`src/rtl/instruction_prefetch_unit.sv`:
```
// Instruction prefetch unit: issues sequential fetches to a synchronous ROM,
// buffers responses in a small circular queue with their PCs, and presents
// the head to decode with a valid/ready handshake. A redirect flushes the
// queue, drops any in-flight response and restarts fetching at the new PC.
module instruction_prefetch_unit #(
    parameter int               WIDTH    = 32,
    parameter int               ADDR_B   = 10,
    parameter int               DEPTH    = 4,
    parameter int unsigned      PC_STEP  = 1,
    parameter logic [WIDTH-1:0] RESET_PC = '0
) (
    input  logic              clk,
    input  logic              rst_n,
    input  logic              redirect_valid,
    input  logic [WIDTH-1:0]  redirect_pc,
    output logic              imem_req,
    output logic [ADDR_B-1:0] imem_addr,
    input  logic [WIDTH-1:0]  imem_rdata,
    output logic              out_valid,
    input  logic              out_ready,
    output logic [WIDTH-1:0]  out_instr,
    output logic [WIDTH-1:0]  out_pc,
    output logic [WIDTH-1:0]  out_pc_plus,
    output logic [WIDTH-1:0]  pc_debug
);

    localparam int PW = $clog2(DEPTH);
    localparam int CW = PW + 1;

    logic [WIDTH-1:0] fetch_pc;
    logic [WIDTH-1:0] inflight_pc;
    logic             inflight;
    logic [PW-1:0]    rd_ptr;
    logic [PW-1:0]    wr_ptr;
    logic [CW-1:0]    count;

    logic [WIDTH-1:0] q_instr [DEPTH];
    logic [WIDTH-1:0] q_pc    [DEPTH];

    logic enq;
    logic deq;

    // Issue decision uses registered occupancy only; a dequeue in the same
    // cycle does not open a slot, which keeps the request path short.
    always_comb begin
        imem_req = rst_n && !redirect_valid
                   && ((count + CW'(inflight)) < CW'(DEPTH));
        enq      = inflight && !redirect_valid;
        deq      = out_valid && out_ready && !redirect_valid;
    end

    // Head presentation and debug taps, purely from registers.
    always_comb begin
        imem_addr   = fetch_pc[ADDR_B-1:0];
        out_valid   = (count != '0);
        out_instr   = q_instr[rd_ptr];
        out_pc      = q_pc[rd_ptr];
        out_pc_plus = q_pc[rd_ptr] + WIDTH'(PC_STEP);
        pc_debug    = fetch_pc;
    end

    // Control state: fetch PC, in-flight tracking, pointers and occupancy.
    always_ff @(posedge clk or negedge rst_n) begin
        if (!rst_n) begin
            fetch_pc    <= RESET_PC;
            inflight    <= 1'b0;
            inflight_pc <= '0;
            rd_ptr      <= '0;
            wr_ptr      <= '0;
            count       <= '0;
        end else if (redirect_valid) begin
            fetch_pc <= redirect_pc;
            inflight <= 1'b0;
            rd_ptr   <= '0;
            wr_ptr   <= '0;
            count    <= '0;
        end else begin
            inflight <= imem_req;
            if (imem_req) begin
                inflight_pc <= fetch_pc;
                fetch_pc    <= fetch_pc + WIDTH'(PC_STEP);
            end
            if (enq)
                wr_ptr <= wr_ptr + PW'(1);
            if (deq)
                rd_ptr <= rd_ptr + PW'(1);
            case ({enq, deq})
                2'b10:   count <= count + CW'(1);
                2'b01:   count <= count - CW'(1);
                default: count <= count;
            endcase
        end
    end

    // Queue storage; no reset needed since count gates visibility.
    always_ff @(posedge clk) begin
        if (enq) begin
            q_instr[wr_ptr] <= imem_rdata;
            q_pc[wr_ptr]    <= inflight_pc;
        end
    end

endmodule
```
`config.mk`:
```
export PLATFORM = sky130hd
export DESIGN_NAME = instruction_prefetch_unit
export DESIGN_NICKNAME = d
export VERILOG_FILES = /design/src/rtl/instruction_prefetch_unit.sv
export SDC_FILE = /design/constraint.sdc
export NUM_CORES = 1
export LEC_CHECK = 0
export CORE_ASPECT_RATIO = 1.1
export CORE_UTILIZATION = 50
export CTS_CLUSTER_SIZE = 40
export DETAILED_ROUTE_END_ITERATION = 12
export HOLD_SLACK_MARGIN = 0.05
export PLACE_DENSITY_LB_ADDON = 0.3
export SLEW_MARGIN = 20
export SYNTH_ARGS = -nofsm -noshare
export SYNTH_HDL_FRONTEND = slang
export SYNTH_SLANG_ARGS = --single-unit
export TNS_END_PERCENT = 10
```
`constraint.sdc`:
```
create_clock -name clk -period 4.6 [get_ports clk]
set_input_delay 0.46 -clock clk [delete_from_list [all_inputs] [get_ports clk]]
set_output_delay 0.46 -clock clk [all_outputs]
set_load 0.005 [all_outputs]
```
; ---- Word-level counts from Yosys, hierarchy flattened
; Memories as Yosys holds them, arrays and structs flattened.
; Cells that the tools add are included.
[word_totals]
register_bits = 72
ram_bits = 256
output_inout_bits = 140
word_cells = 42
memories = 2
[classes]
n_addsub = 7
magnitude_cmp = 1
eq_ne = 2
muxes = 11
n_bitwise = 1
reduce_logical = 12
[memory_table]
columns = name, depth, width, rd, rd_ports_with_merged_regs, wr, line_no
row1 = q_instr, 4, 32, 1, 0, 1, 37  ; logic [WIDTH-1:0] q_instr [DEPTH];
row2 = q_pc, 4, 32, 1, 0, 1, 38  ; logic [WIDTH-1:0] q_pc [DEPTH];
[ops]
columns = op, n
row1 = 32-bit by 1-bit adder with 32-bit output (second input constant), 2
row2 = 32-bit two-way mux, 2
row3 = 2-bit two-way mux, 4
row4 = 3-bit one-hot mux with 2 select lines, 1
row5 = 2-bit nonzero test, 3
row6 = 3-bit nonzero test, 2
row7 = 1-bit logical AND, 5
row8 = 2-bit by 1-bit adder with 2-bit output (second input constant), 2
row9 = 3-bit by 1-bit adder with 3-bit output, 1
row10 = 3-bit by 1-bit adder with 3-bit output (second input constant), 1
row11 = 3-bit less-than comparator (second input constant), 1
row12 = 1-bit two-way mux, 3
row13 = 3-bit two-way mux, 1
row14 = 3-bit by 1-bit subtractor with 3-bit output (second input constant), 1
row15 = 2-bit by 1-bit equality test with 1-bit output (second input constant), 1
row16 = 2-bit equality test (second input constant), 1
row17 = 2-bit AND reduction, 1
row18 = 1-bit logical NOT, 1
row19 = 1-bit NOT, 1

; ---- Logic depth before layout (Yosys ltp)
; Gate-level depths: netlist of the first run.
[logic_depth]
word_depth = 6
depth_mapped = 8
ltp_nobuf = 7

; ---- Worst setup path after synthesis of the first run
; OpenSTA, ideal clock, no wires.
[synth_path]
path_type = input to register
startpoint = input port redirect_valid
endpoint = memory q_instr[0][0] (enable)
setup_ps = 429
arrival_time_ps = 2309
required_time_ps = 4171
path_slack_ps = 1862
path_stages = 3
cell_sequence = clkbuf_1 nor2b_1 and2_1
[synth_via]
elab_chain_cells = 4
[synth_rtl]
columns = element, line_no
row1 = start: declaration, 14  ; input logic redirect_valid,
row2 = 1-bit logical NOT, 48  ; enq = inflight && !redirect_valid;
row3 = 1-bit logical AND, 48
row4 = 1-bit two-way mux, 97  ; if (enq) begin
row5 = 1-bit two-way mux (not written as such), 98  ; q_instr[wr_ptr] <= imem_rdata;
row6 = end: declaration, 37
; No other way between the ends.

; ---- Worst setup path in the final report of the first run
[layout_path]
startpoint = register rd_ptr[0]
endpoint = output port out_pc_plus[31]
[layout_via]
elab_chain_cells = 2
[layout_rtl]
columns = element, line_no
row1 = start: declaration, 33  ; logic [PW-1:0] rd_ptr;
row2 = start signal: assignment, 86  ; rd_ptr <= rd_ptr + PW'(1);
row3 = memory 4 x 32 bit, -
row4 = 32-bit by 1-bit adder with 32-bit output, 58  ; out_pc_plus = q_pc[rd_ptr] + WIDTH'(PC_STEP);
row5 = end: declaration, 23  ; output logic [WIDTH-1:0] out_pc_plus,
; No other way between the ends.

==> results of run 1 <==
repair_timing:
action,in CTS,in global routing
setup buffers,0,0
hold buffers,1,0
endpoints found under the hold margin,23,0
worst paths after layout:
kind / from / to / slack, ns / cells after the start
setup reg to reg: count[0] / count[2] / 2.16 / 7
max in group asynchronous: rst_n / inflight_pc[16] / 3.25 / 3
min in group asynchronous: rst_n / count[2] / 0.41 / 2
setup / recovery: rd_ptr[0] / out_pc_plus[31] / 0.38 / 7
hold / removal: redirect_valid / wr_ptr[0] / 0.31 / 2
hold reg to reg: inflight_pc[12] / q_pc[2][12] / 0.51 / 0
sequential cells by signal (all words and copies together) (netlist names):
register     count
rd_ptr           2
inflight         1
inflight_pc     32
q_pc           128
pc_debug        32
q_instr        128
count            3
wr_ptr           2
area by class of cell:
| class | instances | area share, % |
|---|---|---|
| multi-input cells | 377 | 21.3 |
| flip-flops and latches | 328 | 56.2 |
| clock buffers | 43 | 5.73 |
| repair buffers | 215 | 12.6 |
| clock inverters | 20 | 1.27 |
| inverters | 15 | 0.333 |
| well taps | 352 | 2.60 |
layer usage:
layer	share of wire, %	global-route usage (%)
met1	44	28.9
met4	2.7	7.61
met3	7.8	4.90
met5	0	0
met2	46	30.7
logic make-up (layout without fill, tap and decap cells):
family                   count (synthesis)  count (layout)
buffers and inverters                   54             293
flip-flops                             328             328
AO/OA/AOI/OAI                           46              46
multiplexers                            98              98
XOR/XNOR                                64              64
AND/OR/NAND/NOR                        162             162
adder cells (fa/ha/maj)                  7               7
cell usage after synthesis (3+ instances only):
library cell	number
edfxtp_1	256
dfrtp_1	72
mux4_2	62
nand2_1	53
xnor2_1	48
mux2_2	28
o21ai_0	28
nand3_1	23
nor2_1	18
nand4_1	16
xor2_1	16
inv_1	15
clkbuf_1	14
buf_4	11
buf_2	10
nor3_1	10
and2_1	7
mux2i_1	7
nor4_1	7
o21ai_1	7
and3_1	6
ha_1	6
or4_1	4
and4_1	3
or3_1	3
worst max-delay path: stages, from the launching register on:
cell and delay, ns:
dfrtp_4 0.62, buf_4 0.37, mux4_2 0.34, nand4_2 0.19, nor4_4 0.77, nand4_1 0.24
xnor2_1 0.20, clkdlybuf4s50_1 0.52
per-stage QoR:
stage	hold slack, ns	instances	setup WS (ns)	instance area (um2)	util, %
2_1_floorplan	0.164	759	1.86	13400	-
3_3_place_gp	0.392	1286	0.946	15700	60.1
3_5_place_dp	0.394	1286	0.831	15700	60.1
4_1_cts	0.299	1350	0.296	16900	64.7
5_1_grt	0.319	1350	0.180	16900	64.7
6_report	0.314	1350	0.378	16900	64.7
where the power goes:
part	internal [W]	switching [W]	total [W]
sequential	0.00361	0.000334	0.00395
clock	0.00173	0.00111	0.00284
combinational	0.00138	0.000937	0.00232
==> flow_metrics.env, run 1 <==
export IMPL_worstSetupPathType="reg2out"
export IMPL_globalplace_congestion=0.886
export IMPL_core_area_mm2=0.0261
export IMPL_drtAntennaViolNets=0
export IMPL_sequential_cell_area_mm2=0.00950
export IMPL_numCtsBuffers=35
export IMPL_start_kind="flip-flop"
export IMPL_synth_top_family_by_area="multiplexers"
export IMPL_setup_violations_final=0
export IMPL_synthFlopType="edfxtp_1"
export IMPL_vias_per_cell=5.42
export IMPL_setup_tns_ns=0
export IMPL_synth_cell_type_count=46
export IMPL_die_h_um=173
export IMPL_first_pass_iters=5
export IMPL_synth_mux_area_share_pct=13.5
export IMPL_finalCriticalPeriod_ns=4.22
export IMPL_synth_top_area_share_pct=57.5
export IMPL_clkSinkCount=328
export IMPL_yosys_top_cells_area="edfxtp_1 58%, dfrtp_1 13%, mux4_2 10%"
export IMPL_clock_latency_ns=0.50
export IMPL_final_cell_mix="256 x edfxtp_1, 205 x clkdlybuf4s50_1, 70 x dfrtp_1"
export IMPL_drt_iter0_drc=450
export IMPL_maxCapViolations=0
export IMPL_detailed_place_hpwl_mm=17.3
export IMPL_n_antenna_cell=0
export IMPL_grt_ovfl_total=0
export IMPL_rows=62
export IMPL_clock_fmax_ghz=0.237
export IMPL_period_share_pct=91.8
export IMPL_cts_buffer_depth=3
export IMPL_syn_inst=759
export IMPL_drive_gt1_share_pct=16.8
export IMPL_synth_edff_count=256
export IMPL_die_x_um=158
export IMPL_syn_to_final_growth_pct=26.6
export IMPL_synth_xor_area_share_pct=4.20
export IMPL_path_clk_slew_ns=0.06
export IMPL_total_power_w=0.00911
export IMPL_pwr_density_cell_mw_per_mm2=539
export IMPL_nFillCells=1860
export IMPL_cp_max_fo=17
export IMPL_vdd_drop_max_v=0.000297
export IMPL_hold_path_class="in2reg"
export IMPL_seq_area_frac_synth_pct=71.0
export IMPL_status="completed"
export IMPL_final_nets=1047
export IMPL_grt_pass1_wl_mm=41.9
export IMPL_grt_max_degree=65
export IMPL_grt_pass1_vias=7568
export IMPL_hold_viol=0
export IMPL_synth_simple_area_share_pct=6.53
export IMPL_yosysTopAreaCell="edfxtp_1"
export IMPL_io_buffers=207
export IMPL_p_leak_nw=5.74
export IMPL_grt_setup_unrepaired="no"
export IMPL_ios=208
export IMPL_end_kind="output port"
export IMPL_avgSynthCellArea_um2=17.6
export IMPL_ys_seq_elements=328
export IMPL_cts_tree="yes"
export IMPL_die_area_mm2=0.0274
export IMPL_synth_compound_area_share_pct=1.96
export IMPL_drt_total_wl_mm=27.1
export IMPL_avgRoutedWirePerCell_um=20.0
export IMPL_final_max_slew_violation_count=0
export IMPL_antenna_found_initial=0
export IMPL_vias=7318
export IMPL_cts_root_buffer="clkbuf_16"
export IMPL_post_route_drc_count=0
export IMPL_synthAdderAreaFrac_pct=0.712
export IMPL_synthesis_area_mm2=0.0134
export IMPL_async_reset_ff_share_pct=22.0
export IMPL_cp_arrival_ns=3.76
export IMPL_worst_slew_pin_slew_ns=1.01
export IMPL_post_cts_resized=0
export IMPL_slew_headroom_pct=32.5
export IMPL_yosys_warnings=0
export IMPL_clock_skew_ns=0.0101
export IMPL_start_util_pct=51.1
export IMPL_grt_total_usage_pct=20.4
export IMPL_multi_input_area_mm2=0.00361
export IMPL_worstPathRequired_ns=4.14
export IMPL_layout_commonest_cell="edfxtp_1"
export IMPL_syn_nets=834
export IMPL_htreeDepth=2
Note: power is estimated with default switching activity, not from simulation.
==> run 2: changes to the inputs <==
Settings changed: PLACE_DENSITY set to 0.75, PLACE_DENSITY_LB_ADDON 0.3 to not set.
Clock period 4.6 ns to 4.95 ns, I/O delays scaled along.
==> run 2 against run 1 <==
Against the previous run: global-route usage increased by 0.29 points; setup slack improved by 0.18 ns; sequential share of layout area increased by 0.39 points; flip-flop and latch count stayed put; combinational power shrank 9.1%; cell count shrank 0.37%; via count rose by 1.1%; critical endpoint unchanged.
==> flow_metrics.env, run 2 (synthesized netlist as in run 1, its figures left out) <==
export IMPL_status="completed"
export IMPL_die_h_um=173
export IMPL_start_kind="flip-flop"
export IMPL_crit_chain="buf_4 -> mux4_2 -> nand3_1 -> nor3_2 -> nand4_1 -> xnor2_1 -> clkdlybuf4s50_1"
export IMPL_nFillCells=1854
export IMPL_cts_buffer_depth=3
export IMPL_reg_largest_list="q_instr (128), q_pc (128)"
export IMPL_hold_buffers=1
export IMPL_final_nets=1043
export IMPL_cp_arrival_ns=3.90
export IMPL_grt_max_degree=71
export IMPL_pwr_density_cell_mw_per_mm2=493
export IMPL_ff2ff_path_depth=5
export IMPL_core_area_mm2=0.0261
export IMPL_die_area_mm2=0.0274
export IMPL_slowest_stage="dfrtp_4"
export IMPL_drt_iter0_drc=478
export IMPL_cp_max_fo=33
export IMPL_path_clk_slew_ns=0.07
export IMPL_finalCriticalPeriod_ns=4.40
export IMPL_end_kind="output port"
export IMPL_avgRoutedWirePerCell_um=20.3
export IMPL_grt_ovfl_total=0
export IMPL_cts_tree="yes"
export IMPL_drtAntennaViolNets=0
export IMPL_clock_skew_ns=0.0163
export IMPL_final_max_slew_violation_count=0
export IMPL_rows=62
export IMPL_clock_latency_ns=0.56
export IMPL_whs_ns=0.427
export IMPL_vias=7397
export IMPL_globalplace_congestion=0.779
export IMPL_post_route_drc_count=0
export IMPL_hold_path_class="in2async"
export IMPL_die_x_um=158
export IMPL_highest_layer="met4"
export IMPL_reg2reg_from="inflight"
export IMPL_postCtsSetupBuffers=0
export IMPL_worst_slew_pin_slew_ns=1.04
export IMPL_drt_total_wl_mm=27.3
export IMPL_start_util_pct=51.1
export IMPL_setup_tns_ns=0
export IMPL_clkSinkCount=328
export IMPL_grt_setup_unrepaired="no"
export IMPL_worstPathRequired_ns=4.45
export IMPL_met1_length_mm=12.0
export IMPL_grt_pass1_wl_mm=43.1
export IMPL_io_buffers=207
export IMPL_r2r_end="pc_debug[31]"
export IMPL_antenna_found_initial=0
export IMPL_critical_path_max_stage_delay_ns=0.86
export IMPL_p_leak_nw=5.67
export IMPL_grt_pass1_vias=7631
export IMPL_first_pass_iters=4
export IMPL_wl_met2_mm=13.1
export IMPL_grt_total_usage_pct=20.7
export IMPL_layout_commonest_cell="edfxtp_1"
export IMPL_cts_root_buffer="clkbuf_16"
export IMPL_final_cell_area_mm2=0.0168
export IMPL_ios=208
export IMPL_worstSetupPathType="reg2out"
export IMPL_reg2reg_slack_ns=2.51
export IMPL_vdd_drop_max_v=0.000257
export IMPL_slew_headroom_pct=30.5
export IMPL_final_cell_mix="256 x edfxtp_1, 205 x clkdlybuf4s50_1, 70 x dfrtp_1"
export IMPL_htreeDepth=1
export IMPL_vias_per_cell=5.50
export IMPL_hold_viol=0
export IMPL_numCtsBuffers=31
export IMPL_period_share_pct=88.8
export IMPL_setup_violations_final=0
export IMPL_drive_gt1_share_pct=15.9
export IMPL_clock_fmax_ghz=0.227
export IMPL_syn_to_final_growth_pct=25.7
export IMPL_met3_length_mm=1.62
export IMPL_n_antenna_cell=0
export IMPL_maxCapViolations=0
export IMPL_detailed_place_hpwl_mm=17.5
export IMPL_post_cts_resized=0
export IMPL_placed_cell_area_mm2=0.0157
run 2: cell count changes in the layout (fill, tap and decap cells not counted), sizes merged:
cell	before	now
clkbuf	43	36
bufinv	4	6
run 2: power breakdown:
| part | switching, W | internal (W) | total [W] |
|---|---|---|---|
| Clock | 0.000984 | 0.00146 | 0.00245 |
| Sequential | 0.000366 | 0.00336 | 0.00372 |
| Combinational | 0.000830 | 0.00128 | 0.00211 |
run 2: worst max-delay path by stage:
stage                        start         endpoint  slack [ns]  depth (start not counted)
floorplan           redirect_valid    q_instr[0][0]        2.18                          3
global placement         rd_ptr[0]  out_pc_plus[31]        1.08                          7
detailed placement       rd_ptr[0]  out_pc_plus[31]        1.03                          7
CTS                      rd_ptr[0]  out_pc_plus[31]        0.43                          7
global route             rd_ptr[0]  out_pc_plus[31]        0.24                          7
finish                   rd_ptr[0]  out_pc_plus[31]        0.55                          7
run 2: worst max-delay path, delay by kind of cell, from the launching register on:
| family | cells | cell delay, ns |
|---|---|---|
| xor+xnor | 1 | 0.18 |
| flops | 1 | 0.86 |
| simple gates | 3 | 0.94 |
| mux | 1 | 0.36 |
| buf+inv | 2 | 0.99 |
run 2: layout make-up:
class	count	area (um2)	area share, %
tap	352	440	2.62
sequential	328	9500	56.6
timing repair buffer	215	2130	12.7
clock buffer	36	795	4.73
inverter	15	56.3	0.335
multi-input combinational	377	3610	21.5
clock inverter	22	270	1.61
run 2: per-stage QoR:
| stage | cells | power, W | setup slack [ns] | util (%) |
|---|---|---|---|---|
| finish | 1345 | 0.00828 | 0.553 | 64.2 |
| global placement | 1286 | 0.00587 | 1.08 | 60.1 |
| floorplan | 759 | 0.00476 | 2.18 | - |
| global route | 1345 | 0.00864 | 0.243 | 64.2 |
| CTS | 1345 | 0.00836 | 0.431 | 64.2 |
| detailed placement | 1286 | 0.00592 | 1.03 | 60.1 |
run 2: metal layers:
metal / track usage [%] / up-vias
li1: - / 3362
met1: 29.5 / 3752
met2: 33.3 / 241
met3: 2.73 / 42
met4: 6.19 / 0
met5: 0 / -
==> patch 1: new RTL, flow settings as in run 1 <==
`DEPTH`: 4 -> 16.
--- a/src/rtl/instruction_prefetch_unit.sv
+++ b/src/rtl/instruction_prefetch_unit.sv
@@ -5,7 +5,7 @@
 module instruction_prefetch_unit #(
     parameter int               WIDTH    = 32,
     parameter int               ADDR_B   = 10,
-    parameter int               DEPTH    = 4,
+    parameter int               DEPTH    = 16,
     parameter int unsigned      PC_STEP  = 1,
     parameter logic [WIDTH-1:0] RESET_PC = '0
 ) (
Formal check against the unedited RTL: same outputs for any inputs over 4 cycles, from zero or initial values and one cycle with rst_n low; that may be too few to reach the edited logic, so the function may still have changed.
==> patch 1 against run 1 <==
  * The run now ends with negative setup slack left
  * Non-clock buffer count rose by 85
  * Synthesized area rose to 3.3 times the old value
  * Worst setup slack got worse by 490 ps
  * Fmax fell by 10%
  * Sequential share of layout area rose by 7.2 points
  * Sequential cell count rose by 774
  * Power rose to 2.9 times the old value
  * Design area rose to 3.1 times the old value
  * Routed wire length rose to 3.8 times the old value
  * Largest cell class unchanged
==> patch 1: results (changes against run 1) <==
- Worst Hold Endpoint: wr_ptr[2]$_DFFE_PN0P_ (was wr_ptr[0]$_DFFE_PN0P_)
- N_diodes: 1 (was 0)
- Multi-input combinational area share: 20.3% (was 21.3%)
- Clk_lat worst skew: 670 ps (was 500 ps)
- Setup Buffers After CTS: 8 (was 0)
- GP Congestion: 0.829 (was 0.886)
- Non-clock buffer count: 300 (was 215)
- Rel. slew slack: 29.7% (was 32.5%)
- Fin nets: 2691 (was 1047)
- FF-to-FF Start: inflight$_DFF_PN0_ (was count[0]$_DFFE_PN0P_)
- DR WL met3: 7450 microns (was 2120 microns)
- Seq cells: 1102 (was 328)
- Setup TNS: -227 ps (was 0 ps)
- First-pass GRT wire length: 153000 microns (was 41900 microns)
- Area of the multi-input gates: 0.0105 sq mm (was 0.00361 sq mm)
- Nonclk inv count: 16 (was 15)
- Non-Filler Instances: 3858 (was 1350)
- List of most frequent post-synthesis cells: edfxtp_1 (1024), mux2i_1 (220), nand2_1 (207) (was edfxtp_1 (256), dfrtp_1 (72), mux4_2 (62))
- Largest net degree at the start of global routing: 68 (was 65)
- Critical path arrival: 4250 ps (was 3760 ps)
- Status: complete, but fails checks (was complete, no violations)
- Syn nets: 2415 (was 834)
- H-tree Lvls: 3 (was 2)
- Synth cell types: 51 (was 46)
- Via count: 23500 (was 7318)
- Pre-CTS setup slack: 118 ps (was 831 ps)
- Critical Path Max Stage Delay: 540 ps (was 770 ps)
- DRT iter0 DRCs: 2096 (was 450)
- Storage element area: 0.0327 sq mm (was 0.00950 sq mm)
- Metal-1 WL: 42000 microns (was 11800 microns)
- Violated checks: negative setup slack
- Final setup viols: 3 (was 0)
- Critical path origin: rd_ptr[1]$_DFFE_PN0P_ (was rd_ptr[0]$_DFFE_PN0P_)
- Post-synth EDFFs: 1024 (was 256)
- Mapped Cells: 2336 (was 759)
- LEAKAGE: 16.9 nW (was 5.74 nW)
- Final WS setup: -111 ps (was 378 ps)
patch 1: cell count changes after synthesis, moves of 28 or more:
| cell | run 1 | this run |
|---|---|---|
| a22oi_1 | 0 | 75 |
| mux4_2 | 62 | 132 |
| clkbuf_1 | 14 | 64 |
| mux2i_1 | 7 | 220 |
| a221oi_1 | 0 | 106 |
| edfxtp_1 | 256 | 1024 |
| mux2_2 | 28 | 0 |
| o21ai_0 | 28 | 86 |
| nand2_1 | 53 | 207 |
patch 1: power groups by stage:
| stage | Combinational, mW | Sequential, mW | Clock, mW |
|---|---|---|---|
| 6_report | 5.05 | 12.3 | 9.12 |
| 3_3_place_gp | 4.70 | 12.4 | 0 |
| 2_1_floorplan | 3.23 | 12.2 | 0 |
| 3_5_place_dp | 4.75 | 12.5 | 0 |
| 5_1_grt | 5.39 | 12.3 | 9.60 |
| 4_1_cts | 5.01 | 12.2 | 9.23 |
==> patch 2: new RTL, settings of run 1 <==
Made on the original files. Reset style: synchronous (`rst_n`), changed in one clocked block.
--- a/src/rtl/instruction_prefetch_unit.sv
+++ b/src/rtl/instruction_prefetch_unit.sv
@@ -60,7 +60,7 @@
     end
 
     // Control state: fetch PC, in-flight tracking, pointers and occupancy.
-    always_ff @(posedge clk or negedge rst_n) begin
+    always_ff @(posedge clk) begin
         if (!rst_n) begin
             fetch_pc    <= RESET_PC;
             inflight    <= 1'b0;
Formal check against the unedited RTL: differs if rst_n is asserted again (counterexample within 4 cycles, from zero or initial values and one cycle with rst_n low); with rst_n held inactive, the same outputs for 4 cycles.
==> patch 2 against run 1 <==
  * Sequential cell count grew 2
  * Routed wire length is 5.9% higher
  * Non-clock buffer count grew 6
  * Die area up 0.55%
  * Critical path depth decreased by 1
  * Design area down 0.61%
  * Synthesized cell count is 13% higher
  * Fmax grew 4.7%
  * Worst setup slack improved by 190 ps
  * Synthesized area grew 0.55%
  * Largest cell class unchanged
Power is not compared: it rests on default switching activity, and its combinational part moved more than twofold at a synthesized area within 25%.
==> patch 2: results (changes against run 1) <==
- Adder-Cell Fraction of Synth Area: 0.801% (was 0.712%)
- Multi-input combinational area share: 23.1% (was 21.3%)
- R2r endpoint: pc_debug[10]$_SDFFE_PN0P_ (was count[2]$_DFFE_PN0P_)
- Routed vias/inst: 5.71 (was 5.42)
- M3 GR Usage: 3.29% (was 4.90%)
- Critical path arrival: 3570 ps (was 3760 ps)
- Syn nets: 930 (was 834)
- Clk_lat worst skew: 560 ps (was 500 ps)
- Synth cell types: 55 (was 46)
- Status: complete, no violations (unchanged)
- Post-Synth XOR/XNOR Area: 3.13% (was 4.20%)
- First-pass GRT wire length: 44400 microns (was 41900 microns)
- H-tree Lvls: 1 (was 2)
- Met2 Track Usage GR: 33.2% (was 30.7%)
- Critical Path Max Stage Delay: 930 ps (was 770 ps)
- Clock Skew: 21.1 ps (was 10.1 ps)
- Top post-synthesis cells by area: edfxtp_1 (57%), dfxtp_1 (11%), mux4_2 (9.9%), nand2_1 (2.7%), xnor2_1 (2.1%) (was edfxtp_1 (58%), dfrtp_1 (13%), mux4_2 (10%), xnor2_1 (3.1%), mux2_2 (2.4%))
- Storage element area: 0.00917 sq mm (was 0.00950 sq mm)
- Hpwl dp: 18200 microns (was 17300 microns)
- Worst hold path startpoint: redirect_pc[13] (was redirect_valid)
- Crit Path Max Fanout: 34 (was 17)
- Met1 Usage GRT: 30.2% (was 28.9%)
- FF-to-FF Start: inflight$_SDFF_PP0_ (was count[0]$_DFFE_PN0P_)
- Share of layout cells above drive strength 1: 13.7% (was 16.8%)
- Post-synthesis async set-or-reset flop share: 0% (was 22.0%)
- GRT Total Usage: 20.9% (was 20.4%)
- DRT iter0 DRCs: 524 (was 450)
- Fill count: 1965 (was 1860)
- Routed WL: 28700 microns (was 27100 microns)
- Multi-Input Combinational: 449 (was 377)
- Depth of the worst hold-timing path: 3 (was 2)
- CP max stage cell: dfxtp_2 (was nor4_4)
- TritonCTS Buffers: 31 (was 35)
- Clock network area share: 6.34% (was 6.99%)
- Clock buffer count: 44 (was 43)
- Delay-heaviest family, CP: flip-flops (was simple AND/OR/NAND/NOR gates)
[patch 2: changes by cell type after synthesis, sizes merged, moves of 10 or more]
cell    before  now
dfxtp        0   74
dfrtp       72    0
a21oi        0   44
nand2       53   97
mux2        28    0
o21ai       35    8
xnor2       48   32
clkbuf      14   27
and4         3   14
nand4       18   28
[patch 2: per-stage QoR]
stage | setup slack, ps | instances | hold slack, ps | area [sq um] | power, mW
floorplan | 1820 | 854 | 460 | 13400 | 3.47
global placement | 1150 | 1372 | 477 | 15700 | 3.66
detailed placement | 1110 | 1372 | 492 | 15700 | 3.66
CTS | 495 | 1430 | 451 | 16800 | 6.22
global route | 330 | 1430 | 466 | 16800 | 6.36
finish | 566 | 1430 | 477 | 16800 | 6.18
[patch 2: per-layer routing]
metal / wire [microns] / vias up
met3: 2290 / 39
met1: 12400 / 4052
met2: 13500 / 367
li1: - / 3714
met4: 467 / 0
met5: 0 / -
